### src/rtl/joypad_reader.sv
// joypad_reader: host-side reader for a latched serial controller port
// (4021-style parallel-in/serial-out). On a start request it strobes the
// controller, clocks out NBITS-1 further bits with an active-low shift clock,
// samples the active-low serial line into a shadow register and commits the
// whole snapshot to data in a single DONE cycle.
//
// Ports:
//   CLK        in   single clock, rising edge
//   nRES       in   asynchronous active-low reset
//   start      in   read request, sampled only in IDLE
//   sdata_in   in   serial data from controller, 0 = pressed
//   strobe_out out  parallel-load strobe to controller
//   n_clk_out  out  shift clock to controller, active low
//   busy       out  read in progress (through the DONE cycle)
//   done       out  one-cycle pulse, data just updated
//   data       out  last completed snapshot, 1 = pressed
module joypad_reader #(
  parameter int NBITS  = 8,
  parameter int STROBE = 2,
  parameter int DIV    = 4
) (
  input  logic             CLK,
  input  logic             nRES,
  input  logic             start,
  input  logic             sdata_in,
  output logic             strobe_out,
  output logic             n_clk_out,
  output logic             busy,
  output logic             done,
  output logic [NBITS-1:0] data
);

  localparam int PMAX = (DIV > STROBE) ? DIV : STROBE;
  localparam int PW   = $clog2(PMAX + 1);
  localparam int BW   = $clog2(NBITS + 1);

  typedef enum logic [2:0] {
    S_IDLE, S_STRB, S_SETTLE, S_CLKLO, S_CLKHI, S_DONE
  } state_t;

  state_t           r_state, w_state_nxt;
  logic [PW-1:0]    r_phase, w_phase_nxt;
  logic [BW-1:0]    r_bit, w_bit_nxt;
  logic [NBITS-1:0] r_shadow, w_shadow_nxt;
  logic [NBITS-1:0] r_data;
  logic             r_strobe, r_nclk, r_busy, r_done;
  logic             w_last, w_commit;
  logic [NBITS:0]   w_cat;

  // Phase counter is loaded with length-1 on entry and counts down to 0.
  assign w_last = (r_phase == '0);

  // Bits arrive LSB first; shifting in at the top leaves the first sample
  // in bit 0 once all NBITS samples have been taken. Works for NBITS=1 too.
  assign w_cat = {~sdata_in, r_shadow};

  always_comb begin
    w_state_nxt  = r_state;
    w_phase_nxt  = w_last ? r_phase : r_phase - PW'(1);
    w_bit_nxt    = r_bit;
    w_shadow_nxt = r_shadow;
    w_commit     = 1'b0;
    case (r_state)
      S_IDLE: begin
        if (start) begin
          w_state_nxt = S_STRB;
          w_phase_nxt = PW'(STROBE - 1);
          w_bit_nxt   = '0;
        end
      end
      S_STRB: begin
        if (w_last) begin
          w_state_nxt = S_SETTLE;
          w_phase_nxt = PW'(DIV - 1);
        end
      end
      S_SETTLE: begin
        if (w_last) begin
          w_shadow_nxt = w_cat[NBITS:1];
          w_bit_nxt    = BW'(1);
          if (NBITS == 1) begin
            w_state_nxt = S_DONE;
            w_commit    = 1'b1;
          end else begin
            w_state_nxt = S_CLKLO;
            w_phase_nxt = PW'(DIV - 1);
          end
        end
      end
      S_CLKLO: begin
        if (w_last) begin
          w_state_nxt = S_CLKHI;
          w_phase_nxt = PW'(DIV - 1);
        end
      end
      S_CLKHI: begin
        if (w_last) begin
          w_shadow_nxt = w_cat[NBITS:1];
          w_bit_nxt    = r_bit + BW'(1);
          // r_bit counts samples already taken; this one is the last
          if (r_bit == BW'(NBITS - 1)) begin
            w_state_nxt = S_DONE;
            w_commit    = 1'b1;
          end else begin
            w_state_nxt = S_CLKLO;
            w_phase_nxt = PW'(DIV - 1);
          end
        end
      end
      S_DONE:  w_state_nxt = S_IDLE;
      default: w_state_nxt = S_IDLE;
    endcase
  end

  // Outputs are decoded from the next state into flops so the pins are
  // glitch-free and aligned with the state they belong to.
  always_ff @(posedge CLK or negedge nRES) begin
    if (!nRES) begin
      r_state  <= S_IDLE;
      r_phase  <= '0;
      r_bit    <= '0;
      r_shadow <= '0;
      r_data   <= '0;
      r_strobe <= 1'b0;
      r_nclk   <= 1'b1;
      r_busy   <= 1'b0;
      r_done   <= 1'b0;
    end else begin
      r_state  <= w_state_nxt;
      r_phase  <= w_phase_nxt;
      r_bit    <= w_bit_nxt;
      r_shadow <= w_shadow_nxt;
      r_strobe <= (w_state_nxt == S_STRB);
      r_nclk   <= (w_state_nxt != S_CLKLO);
      r_busy   <= (w_state_nxt != S_IDLE);
      r_done   <= (w_state_nxt == S_DONE);
      // Commit uses the merged shadow so the final bit lands in DONE too
      if (w_commit) r_data <= w_shadow_nxt;
    end
  end

  assign strobe_out = r_strobe;
  assign n_clk_out  = r_nclk;
  assign busy       = r_busy;
  assign done       = r_done;
  assign data       = r_data;

endmodule

### config.mk
export PLATFORM = sky130hd
export DESIGN_NAME = joypad_reader
export DESIGN_NICKNAME = d
export VERILOG_FILES = /design/src/rtl/joypad_reader.sv
export SDC_FILE = /design/constraint.sdc
export NUM_CORES = 1
export LEC_CHECK = 0
export ABC_AREA = 1
export CORE_MARGIN = 4
export CORE_UTILIZATION = 40
export CTS_BUF_LIST = sky130_fd_sc_hd__clkbuf_8 sky130_fd_sc_hd__clkbuf_16
export CTS_CLUSTER_DIAMETER = 150
export CTS_CLUSTER_SIZE = 14
export DETAILED_ROUTE_END_ITERATION = 6
export PLACE_DENSITY = 0.58
export SETUP_SLACK_MARGIN = 0.1
export SYNTH_ARGS = -nofsm -noshare
export SYNTH_HDL_FRONTEND = slang
export SYNTH_SLANG_ARGS = --single-unit
### constraint.sdc
create_clock -name CLK -period 1.6 [get_ports CLK]
set_input_delay 0.48 -clock CLK [delete_from_list [all_inputs] [get_ports CLK]]
set_output_delay 0.48 -clock CLK [all_outputs]
set_load 0.02 [all_outputs]
### After elaboration in Yosys (flattened, before gate mapping)

Index checks and enable logic that the tools add are counted.

| cells by class | value |
|---|---|
| equal/unequal tests | 11 |
| $add $sub $neg | 2 |
| reduce and logical (&&, ||, !) cells | 7 |
| bitwise logic cells | 1 |
| multiplexer cells | 22 |

Operator list:

| kind | number |
|---|---|
| 2-to-1 mux 3 bit | 11 |
| 2-to-1 mux 8 bit | 2 |
| case mux 3 bit (5 select lines) | 1 |
| 2-to-1 mux 4 bit | 3 |
| case mux 4 bit (3 select lines) | 1 |
| case mux 3 bit (3 select lines) | 1 |
| equality test 3 x 1 -> 1 bit, second input constant | 2 |
| equality test 3 x 2 -> 1 bit, second input constant | 2 |
| equality test 3 bit, second input constant | 2 |
| logical NOT 3 bit | 2 |
| != test 2 bit, second input constant | 3 |
| nonzero test 3 bit | 2 |
| adder 4 x 1 -> 4 bit, second input constant | 1 |
| equality test 4 x 3 -> 1 bit, second input constant | 1 |
| AND reduction 4 bit | 1 |
| 2-to-1 mux 1 bit | 3 |
| != test 3 x 2 -> 1 bit, second input constant | 1 |
| OR reduction 3 bit | 1 |
| subtractor 3 x 1 -> 3 bit, second input constant | 1 |
| OR reduction 2 bit | 1 |
| inverter 1 bit | 1 |

| word-level totals | value |
|---|---|
| output and inout port bits | 12 |
| bits of input ports | 4 |
| register bits after elaboration | 30 |

### Logic depth before layout (Yosys ltp)

| depth | value |
|---|---|
| word-level depth | 5 |
| depth in mapped cells | 10 |
| gate-level depth less buffers | 9 |

### Least setup slack after synthesis

OpenSTA, ideal clock, no wires.

| path | value |
|---|---|
| path type | register -> register |
| start | register r_phase[0] |
| end | register r_phase[0] |
| cell stages (with the launch flop) | 9 |
| path slack | 0.215 ns |
| data arrival time | 1.258 ns |
| setup time | 0.127 ns |
| cells stage by stage | dfrtp_1 inv_1 ha_1 inv_1 nor2_2 buf_2 nand2_1 nand4_1 nand3b_1 |

| between the ends | value |
|---|---|
| cells in the longest elaborated chain, start to end | 5 |
| elaborated cells between the ends (all ways) | 8 |
| classes of those cells | add/sub (1); mux (6); reduce/logical (1) |

RTL lines:

| item | line | RTL |
|---|---|---|
| start: declaration | 42 | `logic [PW-1:0] r_phase, w_phase_nxt;` |
| start signal: assignment | 130 | `r_phase <= w_phase_nxt;` |
| subtractor 3 x 1 -> 3 bit / logical NOT 3 bit (equally long branches) | 59, 51 |  |
| 2-to-1 mux 3 bit | 59 | `w_phase_nxt = w_last ? r_phase : r_phase - PW'(1);` |
| 2-to-1 mux 3 bit | 101 | `if (r_bit == BW'(NBITS - 1)) begin` |
| 2-to-1 mux 3 bit | 97 | `if (w_last) begin` |
| case mux 3 bit (3 select lines) * | 63 | `case (r_state)` |
| named net w_phase_nxt[0] | 42 |  |

The timed path passes the listed nets; every way through them passes the cells marked *.
A chain may end at the register's enable or synchronous reset.

### Worst setup path after layout

| path | value |
|---|---|
| start | register r_phase[0] |
| end | register r_data[5], in the netlist data[5] |

| between the ends | value |
|---|---|
| cells in the longest elaborated chain, start to end | 3 |
| elaborated cells between the ends (all ways) | 5 |
| classes of those cells | mux (4); reduce/logical (1) |

RTL lines:

| item | line | RTL |
|---|---|---|
| logical NOT 3 bit | 51 | `assign w_last = (r_phase == '0);` |
| 2-to-1 mux 8 bit | 78, 97 |  |
| 2-to-1 mux 8 bit | - |  |
| named net w_shadow_nxt[5] | 44 | `logic [NBITS-1:0] r_shadow, w_shadow_nxt;` |
| end signal: assignment | 138 | `if (w_commit) r_data <= w_shadow_nxt;` |
| end: declaration | 45 | `logic [NBITS-1:0] r_data;` |

The timed path passes the listed nets, and every way through them passes these cells.

==> summary.txt <==
Outcome
  – Status: finished clean

STA
  – Fmax achieved: 688.5 MHz
  – Max-slew violation count: 0
  – Post-route minimum period: 1.452 ns
  – Setup Viol. Count Final: 0
  – Slew HR: 0.8368
  – Setup slack after layout: 0.1476 ns
  – RSZ-0062 raised after global routing: true
  – Tcrit/Tclk final: 0.9077
  – Min Hold Slack: 0.4673 ns
  – Clock skew: 0.005045 ns
  – Setup TNS: 0 ns
  – Hold Violations, Final: 0
  – Worst-Margin Slew: 0.2429 ns

Final layout
  – Area delta synth->final: 28.00%
  – Register area: 752.0 um2
  – Most common cell after layout, fill and taps aside: nand2_1
  – Multi-input gate area in the final layout: 726.9 um2
  – # fillers: 344
  – Most frequent cells in the layout: nand2_1, dfrtp_1, inv_1, nand3_1, nand2_2
  – Nets: 220
  – Finished Core Util: 0.5541
  – N_diodes: 0
  – Fraction of layout cells with a size suffix above 1: 0.2523
  – Design area: 0.001922 mm2

Clock network
  – Hold-fix buffers, CTS: 0
  – Clk sink count: 30
  – CTS Buf Count: 5
  – H-tree Lvls: 2
  – Bufs on Longest Clock Path: 2
  – Clk pin slew, worst setup/hold paths: 0.06 ns
  – Clk root buf: clkbuf_8
  – Latest clock arrival within the worst-skew pair: 0.27 ns
  – CTS tree: yes

Global route
  – First-pass GRT wire length: 5423 um
  – All-Layer GR Usage: 0.1366
  – Vias in the first global route: 1259
  – Initial antenna violation count: 0
  – Overflow after GRT: 0
  – Pin count of the biggest net entering global routing: 18

Critical path
  – RR Startpoint: r_phase[0]
  – Critical path origin: r_phase[0]
  – Crit Path Max Fanout: 7
  – R2r worst-path depth: 10
  – Worst path arrival time: 1.67 ns
  – Worst Path Class, Setup: flop to flop
  – Worst Path Required: 1.82 ns
  – Startpoint types: flop
  – Setup crit end kind: flop

Synth
  – Distinct cells, synth: 24
  – Most used flip-flop cell after synthesis: dfrtp_1
  – Number of flops mapped to enable cells by yosys: 0
  – Asr flop ratio synth: 1.000
  – Seq cells post-synth: 30
  – Cells after Synth: 182
  – Sequential share of the synthesized area: 0.5008
  – Synth Warn #: 0
  – Synth Net Count: 189
  – Mapped Area: 0.001501 mm2
  – Synthesized area per cell: 8.250 um2

Drt
  – DRT Pass-1 Iters: 4
  – Drt initial violations: 64
  – Wire per inst: 11.69 um
  – Antenna Nets Post-Route: 0
  – DRC Markers: 0
  – Via density: 4.827
  – Via count: 1255
  – Drt total wl: 3039 um

Pwr
  – Pwr dens: 716.4 mW/mm2
  – Worst ir drop on vdd: 603.4 uV
  – Leak pwr: 1.010 nW

Min path
  – Hold path depth: 2
  – Hold/Removal Path Class: flop to flop
  – Hold Crit Start: r_shadow[0]

Die
  – Top Ports: 16
  – Die H: 69.27 um
  – Die Width: 69.27 um
  – Die area: 0.004798 mm2
  – Core Area: 0.003468 mm2
  – Starting Density: 0.4329
  – Row count: 21

Placed design
  – Place WS: 0.03065 ns
  – Port bufs: 15
  – Placed Area: 0.001760 mm2
  – DP Wirelength: 2239 um
  – Routability cong.: 0.8226

Flow run
  – Max Cap Viol: 0
==> cells in the mapped netlist, types with 2 or more instances <==
master / count / share of area
nand3_1: 15 / 0.050
nand4_1: 2 / 0.0083
dfrtp_1: 29 / 0.48
o21ai_0: 3 / 0.010
nor2_4: 2 / 0.015
nand3b_1: 2 / 0.010
nor2_2: 3 / 0.013
xor2_1: 2 / 0.012
nor3_1: 2 / 0.0067
ha_1: 3 / 0.025
nand2_1: 77 / 0.19
nor2_1: 11 / 0.028
inv_1: 14 / 0.035
nand2_2: 4 / 0.017
nand2_4: 4 / 0.030
==> where the power goes <==
| part | internal [mW] | total [mW] | switching (mW) |
|---|---|---|---|
| clock | 0.294 | 0.565 | 0.271 |
| combinational | 0.0169 | 0.0401 | 0.0232 |
| sequential | 0.767 | 0.771 | 0.00481 |
==> critical path: stages, from the launching register on <==
cell     delay [ns]
dfrtp_1        0.40
inv_2          0.10
ha_4           0.14
inv_2          0.04
nor2_4         0.16
buf_6          0.14
buf_6          0.12
nand3_2        0.07
nand2_1        0.09
nand2_1        0.06
nand2_1        0.06
==> registers in the layout (all words and copies together) (netlist names) <==
| name | count |
|---|---|
| r_phase | 3 |
| strobe_out | 1 |
| data | 8 |
| done | 1 |
| busy | 1 |
| r_shadow | 8 |
| r_bit | 4 |
| r_state | 3 |
| n_clk_out | 1 |
==> path summary, 6_finish.rpt <==
check	slack [ns]	end
setup / recovery	0.15	data[5]
hold / removal	0.47	r_shadow[0]
setup reg to reg	0.15	data[5]
hold reg to reg	0.47	r_shadow[0]
max in group asynchronous	0.82	n_clk_out
min in group asynchronous	0.54	r_phase[1]
==> layout make-up <==
| class | count | share of cell area |
|---|---|---|
| Clock inverter | 3 | 0.007161 |
| Multi-Input combinational cell | 133 | 0.3783 |
| Inverter | 16 | 0.03646 |
| Timing Repair Buffer | 27 | 0.1211 |
| Clock buffer | 5 | 0.03581 |
| Tap cell | 46 | 0.02995 |
| Sequential cell | 30 | 0.3913 |
==> kinds of logic after synthesis <==
| family | after synthesis | synth area share |
|---|---|---|
| flip-flops | 30 | 0.5008 |
| buffers and inverters | 19 | 0.06250 |
| AO/OA/AOI/OAI | 4 | 0.01500 |
| adder cells (fa/ha/maj) | 3 | 0.02500 |
| AND/OR/NAND/NOR | 124 | 0.3850 |
| XOR/XNOR | 2 | 0.01167 |
==> timing repair <==
action,4_1_cts,5_1_grt
cloned,0,0
pin swaps,0,9
setup endpoints to repair,20,18
gates resized for setup,17,24
hold endpoints to repair,0,0
setup buffers,0,2
==> through the flow <==
step | power, mW | cells
final | 1.377 | 260
after global routing | 1.440 | 260
after CTS | 1.390 | 258
after detailed placement | 0.8234 | 250
after global placement | 0.8222 | 250
after floorplan | 0.7934 | 182
==> per-layer routing <==
| layer | global-route usage | up-vias | wire (um) |
|---|---|---|---|
| li1 | - | 625 | - |
| met5 | 0 | - | 0 |
| met3 | 0.04058 | 5 | 79 |
| met4 | 0.04555 | 0 | 33 |
| met1 | 0.1589 | 608 | 1403 |
| met2 | 0.2383 | 17 | 1523 |
Note: power is estimated with default switching activity, not from simulation.
